===== config.mk =====
export PLATFORM = sky130hd
export DESIGN_NAME = score_display
export DESIGN_NICKNAME = d
export VERILOG_FILES = /design/src/rtl/score_display_pkg.sv /design/src/rtl/score_display_seg7_decode.sv /design/src/rtl/score_display.sv
export SDC_FILE = /design/constraint.sdc
export NUM_CORES = 1
export LEC_CHECK = 0
export CAP_MARGIN = 20
export CORE_MARGIN = 2
export CORE_UTILIZATION = 51
export CTS_BUF_LIST = sky130_fd_sc_hd__clkbuf_16
export CTS_CLUSTER_SIZE = 8
export DETAILED_ROUTE_END_ITERATION = 12
export MAX_ROUTING_LAYER = met4
export PLACE_DENSITY = 0.72
export SLEW_MARGIN = 30
export SYNTH_ARGS = -nofsm -noshare
export SYNTH_HDL_FRONTEND = slang
export SYNTH_HIERARCHICAL = 1
export SYNTH_SLANG_ARGS = --single-unit

===== constraint.sdc =====
create_clock -name i_Clk -period 9.2 [get_ports i_Clk]
set_input_delay 1.38 -clock i_Clk [delete_from_list [all_inputs] [get_ports i_Clk]]
set_output_delay 1.38 -clock i_Clk [all_outputs]
set_load 0.005 [all_outputs]

===== src/rtl/score_display_pkg.sv =====
// Shared constants for the score display: widths, FSM encoding
// and the active-high 7-segment patterns (bit 0 = a .. bit 6 = g).
package score_display_pkg;

   localparam int SCORE_W = 14;
   localparam int DIGITS  = 4;
   localparam logic [SCORE_W-1:0] MAX_SCORE = 14'd9999;

   typedef enum logic [1:0] {
      IDLE,
      SHIFT,
      LATCH
   } state_t;

   localparam logic [6:0] SEG_0     = 7'b0111111;
   localparam logic [6:0] SEG_1     = 7'b0000110;
   localparam logic [6:0] SEG_2     = 7'b1011011;
   localparam logic [6:0] SEG_3     = 7'b1001111;
   localparam logic [6:0] SEG_4     = 7'b1100110;
   localparam logic [6:0] SEG_5     = 7'b1101101;
   localparam logic [6:0] SEG_6     = 7'b1111101;
   localparam logic [6:0] SEG_7     = 7'b0000111;
   localparam logic [6:0] SEG_8     = 7'b1111111;
   localparam logic [6:0] SEG_9     = 7'b1101111;
   localparam logic [6:0] SEG_BLANK = 7'b0000000;

endpackage


===== src/rtl/score_display_seg7_decode.sv =====
// BCD nibble to active-high segments; blank flag or a non-decimal
// nibble turns every segment off.
module seg7_decode
   import score_display_pkg::*;
(
   input  logic [3:0] i_Bcd,
   input  logic       i_Blank,
   output logic [6:0] o_Seg
);

   always_comb begin
      o_Seg = SEG_BLANK;
      if (!i_Blank) begin
         case (i_Bcd)
            4'd0:    o_Seg = SEG_0;
            4'd1:    o_Seg = SEG_1;
            4'd2:    o_Seg = SEG_2;
            4'd3:    o_Seg = SEG_3;
            4'd4:    o_Seg = SEG_4;
            4'd5:    o_Seg = SEG_5;
            4'd6:    o_Seg = SEG_6;
            4'd7:    o_Seg = SEG_7;
            4'd8:    o_Seg = SEG_8;
            4'd9:    o_Seg = SEG_9;
            default: o_Seg = SEG_BLANK;
         endcase
      end
   end

endmodule


===== src/rtl/score_display.sv =====
// Binary score to BCD via a sequential double-dabble FSM, shown on
// a time-multiplexed 4-digit 7-segment display.
module score_display
   import score_display_pkg::*;
#(
   parameter int SCAN_DIV       = 50000,
   parameter bit SEG_ACTIVE_LOW = 1'b1,
   parameter bit BLANK_LEADING  = 1'b1
) (
   input  logic        i_Clk,
   input  logic        i_Rst,
   input  logic [13:0] i_Score,
   output logic [15:0] o_Bcd,
   output logic        o_Busy,
   output logic [3:0]  o_Digit,
   output logic [6:0]  o_Seg
);

   localparam int PW = $clog2(SCAN_DIV);
   localparam logic [PW-1:0] PRESC_TC = PW'(SCAN_DIV - 1);
   localparam logic [3:0] DIG_OFF = SEG_ACTIVE_LOW ? 4'hF : 4'h0;
   localparam logic [6:0] SEG_OFF = SEG_ACTIVE_LOW ? 7'h7F : 7'h00;

   state_t state_q, state_d;
   logic [SCORE_W-1:0] bin_q, bin_d;
   logic [SCORE_W-1:0] last_q, last_d;
   logic [15:0] acc_q, acc_d;
   logic [15:0] bcd_q, bcd_d;
   logic [3:0]  cnt_q, cnt_d;
   logic [PW-1:0] presc_q, presc_d;
   logic [1:0]  idx_q, idx_d;
   logic [3:0]  digit_q, digit_d;
   logic [6:0]  seg_q, seg_d;

   logic [SCORE_W-1:0] score_c;
   logic [15:0] adj;
   logic [15:0] higher;
   logic [3:0]  nib;
   logic        blank;
   logic [3:0]  onehot;
   logic [6:0]  seg_raw;

   assign score_c = (i_Score > MAX_SCORE) ? MAX_SCORE : i_Score;

   always_comb begin
      adj = acc_q;
      for (int i = 0; i < DIGITS; i++) begin
         if (acc_q[4*i +: 4] >= 4'd5) begin
            adj[4*i +: 4] = acc_q[4*i +: 4] + 4'd3;
         end
      end
   end

   always_comb begin
      state_d = state_q;
      bin_d   = bin_q;
      last_d  = last_q;
      acc_d   = acc_q;
      bcd_d   = bcd_q;
      cnt_d   = cnt_q;
      unique case (state_q)
         IDLE: begin
            if (score_c != last_q) begin
               bin_d   = score_c;
               last_d  = score_c;
               acc_d   = 16'd0;
               cnt_d   = 4'd0;
               state_d = SHIFT;
            end
         end
         SHIFT: begin
            {acc_d, bin_d} = {adj, bin_q} << 1;
            cnt_d = cnt_q + 4'd1;
            if (cnt_q == 4'd13) begin
               state_d = LATCH;
            end
         end
         LATCH: begin
            bcd_d   = acc_q;
            state_d = IDLE;
         end
         default: state_d = IDLE;
      endcase
   end

   // Scan always reads the latched result, never the accumulator.
   always_comb begin
      presc_d = presc_q + PW'(1);
      idx_d   = idx_q;
      if (presc_q == PRESC_TC) begin
         presc_d = '0;
         idx_d   = idx_q + 2'd1;
      end
      higher  = bcd_q >> {idx_q, 2'b00};
      nib     = higher[3:0];
      blank   = BLANK_LEADING && (idx_q != 2'd0) && (higher == 16'd0);
      onehot  = 4'b0001 << idx_q;
      digit_d = SEG_ACTIVE_LOW ? ~onehot : onehot;
      seg_d   = SEG_ACTIVE_LOW ? ~seg_raw : seg_raw;
   end

   seg7_decode u_dec (
      .i_Bcd   (nib),
      .i_Blank (blank),
      .o_Seg   (seg_raw)
   );

   always_ff @(posedge i_Clk or posedge i_Rst) begin
      if (i_Rst) begin
         state_q <= IDLE;
         bin_q   <= '0;
         last_q  <= '0;
         acc_q   <= '0;
         bcd_q   <= '0;
         cnt_q   <= '0;
         presc_q <= '0;
         idx_q   <= '0;
         digit_q <= DIG_OFF;
         seg_q   <= SEG_OFF;
      end else begin
         state_q <= state_d;
         bin_q   <= bin_d;
         last_q  <= last_d;
         acc_q   <= acc_d;
         bcd_q   <= bcd_d;
         cnt_q   <= cnt_d;
         presc_q <= presc_d;
         idx_q   <= idx_d;
         digit_q <= digit_d;
         seg_q   <= seg_d;
      end
   end

   assign o_Bcd   = bcd_q;
   assign o_Busy  = (state_q != IDLE);
   assign o_Digit = digit_q;
   assign o_Seg   = seg_q;

endmodule


After elaboration in Yosys (flattened, before gate mapping). Memory sizes are Yosys's and may differ from the RTL's. Cells that the tools add are included.

Memory bits (writable): 0. Logic and storage cells: 59. Output and inout port bits: 28. Memory bits (read-only): 112. Memories kept: 1. Bits in latches: 0. Input port bits: 16. Flip-flop bits (word level): 95.

Memory list: (name not given) (depth 16, bits a word 7, read ports 1, clocked after Yosys merged registers in 0, write ports 0, RTL line score_display_seg7_decode.sv:14) `case (i_Bcd)`.

Reduce and logical (&&, ||, !) cells: 9. Divide/modulo/power cells: 0. Multipliers: 0. Shifts and indexed selects: 2. Magnitude comparators: 5. Muxes and demuxes: 16. $add $sub $neg: 7. Bitwise gates (word level): 2. Eq/ne operators: 7.

Operator list (number): two-way mux 16 bit (2); case mux 16 bit (2 select lines) (1); two-way mux 14 bit (2); case mux 14 bit (2 select lines) (1); adder 16 x 1 -> 16 bit, second input constant (1); == test 16 bit, second input constant (1); >= comparator 4 x 3 -> 1 bit, second input constant (4); logical NOT 16 bit (1); two-way mux 4 bit (4); right shift 16 x 4 -> 16 bit (1); greater-than comparator 14 bit, second input constant (1); != test 14 bit (1); adder 4 x 2 -> 4 bit, second input constant (3); case mux 4 bit (2 select lines) (1); two-way mux 7 bit (1); NOT 7 bit (1); AND reduction 2 bit (3); nonzero test 2 bit (3); adder 4 x 1 -> 4 bit, second input constant (1); == test 4 bit, second input constant (1); two-way mux 2 bit (2); != test 2 bit, second input constant (2); NOT 4 bit (1); case mux 2 bit (2 select lines) (1); other kinds (8) (8).

Longest topological paths before layout.
Depth in word-level cells: 5. Mapped depth: 10. Depth with buffers taken out: 8.

Hierarchy. Netlist, hierarchy kept.

Modules (own cells, without submodules): score_display (sequential area each 2391.0 µm², area each 4682.0 µm², times used 1, cells an instance 461); seg7_decode (sequential area each 0.0 µm², area each 230.2 µm², times used 1, cells an instance 31).

Worst setup path after synthesis. OpenSTA, ideal clock, no wires.

Kind: in2reg. Start: input i_Score[7]. End: register last_q[13]. Path slack: 5.540 ns. Cell stages on the path: 7. Path buffers: 1. Setup time: 0.127 ns. Arrival: 3.532 ns. Data required time: 9.073 ns. Cell sequence: or4_4 > a211oi_2 > xnor2_1 > or4_4 > o21ai_4 > buf_4 > mux2_1.

Longest elaborated chain between the ends: 4.

RTL lines: start, declared (RTL line score_display.sv:12) `input logic [13:0] i_Score,`; greater-than comparator 14 bit (RTL line score_display.sv:43) `assign score_c = (i_Score > MAX_SCORE) ? MAX_SCORE : i_Score;`; two-way mux 14 bit * (RTL line score_display.sv:43); != test 14 bit (RTL line score_display.sv:63) `if (score_c != last_q) begin`; AND reduction 2 bit (no source line); end signal, assigned (RTL line score_display.sv:123) `last_q <= last_d;`; end, declared (RTL line score_display.sv:26) `logic [SCORE_W-1:0] last_q, last_d;`.

Every way passes the cells marked *; elsewhere a longest branch is shown, timed or not. A chain may end at the register's enable or synchronous reset.

Worst setup path after layout.
Start: input i_Score[13]. End: register last_q[8].

Same word-level chain as after synthesis.

==> flow_summary.yaml <==
status:
  status: "finished clean"
sta:
  setup_tns_ns: 0
  max-slew-margin-rel_pct: 40.8
  period_needed_ns: 4.36
  worst_slew_pin_slew_ns: 0.884
  skew_ns: 0.00478
  fin_crit_sh_pct: 47.4
  setup_viol: 0
  rsz0062_at_grt: "false"
  slew_viol_final: 0
  hold_violations: 0
  clock.fmax_ghz: 0.229
floorplan:
  core.rowCount: 35
  dieWidth_um: 102
  io_pins: 44
  dieHeight_um: 102
  dieArea_um2: 10400
  start_util_pct: 52.9
  coreArea_um2: 9280
layout:
  final_cell_mix: "dfrtp_1, clkdlybuf4s50_1, nor2_1"
  utilization_pct: 61.8
  final_area_um2: 5740
  nets: 568
  n_antenna_cell: 0
  final_cell_count_no_fill: 666
  final_common_cell: "dfrtp_1"
  drive_above_1_share_pct: 8.57
  area_delta_synth_final_pct: 16.8
synthesis:
  syn_area_per_cell_um2: 9.98
  synthArstFlopShare_pct: 100
  synth_top_area_cell: "dfrtp_1"
  ys_dominant_reg_cell: "dfrtp_1"
  synth_top_area_share_pct: 42.8
  synth_fp_nets: 528
  yosysSeqAreaShare_pct: 48.7
  netlist_top_cells_area: "dfrtp_1, dfstp_2, ha_1"
  synth_seq_cells: 95
  synth.distinct_cells: 57
  syn_inst: 492
  synthesis.area_um2: 4910
  yosysWarnings: 6
  synth_edf_count: 0
pwr:
  ir_drop_uv: 207
  switchingPower_mw: 0.618
  power_frac_comb_pct: 38.9
  p_seq_share_pct: 40.5
  power_frac_clock_pct: 20.6
  p_sw_share_pct: 36.3
  internal_power_mw: 1.08
  p_per_area_nw_per_um2: 296
  power_mw: 1.70
  p_leak_nw: 2.59
worst_setup_path:
  cp-start-kind: "input port"
  cp_num_buf_inv: 2
  rrSetupSlack_ns: 6.53
  path_cells: "clkdlybuf4s50_1 -> nand4_1 -> o21ai_1 -> nor3_1 -> o32ai_1 -> o21ai_4 -> buf_8 -> nor3_1 -> a21oi_1"
  critical_path_arrival_ns: 4.56
  worstSetupPathType: "in2reg"
  critical_path.slowest_cell: "clkdlybuf4s50_1"
  cp_max_fo: 22
  crit_top_cell: "nor3_1"
  critPathCaptureType: "register"
  critPathTopFamily: "compound AO/OA/AOI/OAI gates"
  critPathMaxStageDelay_ns: 0.73
  required_ns: 9.40
clock_network:
  cts_hold_buffers: 0
  cts_inserted_buffers: 9
  root_buffer: "clkbuf_16"
  clockBufferDepth: 2
  htreeDepth: 3
  clock_latency_ns: 0.33
  numClockSinks: 95
  post_cts_resized: 0
  cts_tree: "yes"
  clkTransAtPathRegs_ns: 0.06
  postCtsSetupBuffers: 0
placement:
  routabilityCongestion: 0.884
  io_buffers: 43
  post-place-cells: 650
  placed_cell_area_um2: 5460
  hpwl_mm: 7.30
grt:
  grt_pass1_vias: 3574
  grt.total_usage_pct: 21.5
  grt_first_pass_wirelength_mm: 17.0
  grt_overflow: 0
  antenna_found_initial: 0
  grt_max_degree: 53
drt:
  drt_wl_total_mm: 10.1
  drc: 0
  via_count: 3673
  drt-initial-drc-count: 162
  vias_per_cell: 5.52
  wl_per_cell_um: 15.1
  postRouteAntennaNets: 0
  drt-pass1-iter-count: 4
flow_run:
  maxCapViolations: 0
worst_hold_path:
  hold_class: "reg2reg"
==> area by class of cell <==
cell class	instances	area (um2)
Sequential cell	95	2390
Fill cell	796	3550
Inverter	33	125
Clock buffer	9	225
Timing Repair Buffer	47	475
Multi-Input combinational cell	346	2310
Tap cell	129	161
Clock inverter	7	52.6
==> stage by stage <==
stage	hold WS, ns	setup WS [ns]
final	0.455	4.84
after global routing	0.491	4.59
after CTS	0.459	4.85
after detailed placement	0.451	4.49
after global placement	0.443	4.25
after floorplan	0.425	5.36
==> worst paths after layout <==
check,start,end,cells past startpoint
max,i_Score[13],last_q[8],9
min,presc_q[0],presc_q[0],1
max reg2reg,last_q[12],last_q[8],8
min reg2reg,presc_q[0],presc_q[0],1
max in group asynchronous,i_Rst,bin_q[1],3
min in group asynchronous,i_Rst,presc_q[5],2
==> worst register-to-register path, stage by stage, from the launching register on <==
cell       delay (ns)
dfrtp_1          0.44
and3b_1          0.19
o21ai_0          0.22
a2111oi_0        0.15
o32ai_1          0.61
o21ai_4          0.24
buf_8            0.23
nor3_1           0.37
a21oi_1          0.08
==> registers in the layout, summed over array words and instances (netlist names) <==
register / cells
acc_q: 16
o_Bcd: 16
presc_q: 16
bin_q: 14
last_q: 14
o_Seg: 7
cnt_q: 4
o_Digit: 4
idx_q: 2
state_q: 2
==> per-layer routing <==
metal  global-route usage, %  part of all wire (%)  up-vias
met3                    3.49                   3.4       14
met2                    34.7                    49       56
li1                        -                     -     1799
met1                    27.8                    46     1804
met5                       -                     0        -
met4                    7.18                   1.6        0
==> cell usage after synthesis (2+ instances only) <==
cell type  number
or2_1           2
o21ai_0        22
dfrtp_1        84
mux2_2          8
inv_1          33
buf_6           2
nand3b_1        2
a21oi_1        22
buf_1           2
nor2_1         39
xor2_1         14
nand3_1        28
nor2b_1         8
nor4_1          6
mux4_2          4
nor3b_1         4
o32ai_1         2
nand2b_1       13
a21o_1          7
o21ai_1        21
buf_4           4
or4_4           2
o21a_1          2
dfstp_2        11
nor3_1         13
a211o_1         6
and3_1         13
o22ai_1         5
clkbuf_1        9
or4_1           3
o31ai_1         5
ha_1           20
nand2_1        30
a211oi_1        6
mux2i_1         2
xnor2_1        15
o211ai_1        2
and2_1          2
==> power by group through the flow <==
stage,Clock (mW),Combinational [mW],Sequential (mW)
6_report,0.350,0.661,0.690
5_1_grt,0.375,0.753,0.709
4_1_cts,0.359,0.668,0.688
3_5_place_dp,0,0.664,0.694
3_3_place_gp,0,0.624,0.688
2_1_floorplan,0,0.488,0.657
==> logic make-up (layout without fill, tap and decap cells) <==
family | after synthesis | in the layout | synth area share, %
xor gates and xnor gates | 29 | 29 | 5.17
and+or+nand+nor | 171 | 171 | 18.0
DFF | 95 | 95 | 48.7
adders and majority gates | 20 | 20 | 5.09
buffers and inverters | 51 | 96 | 4.53
muxes | 15 | 15 | 4.30
AOI/OAI and AO/OA | 111 | 111 | 14.3
Power figures use the tool's default switching activity.
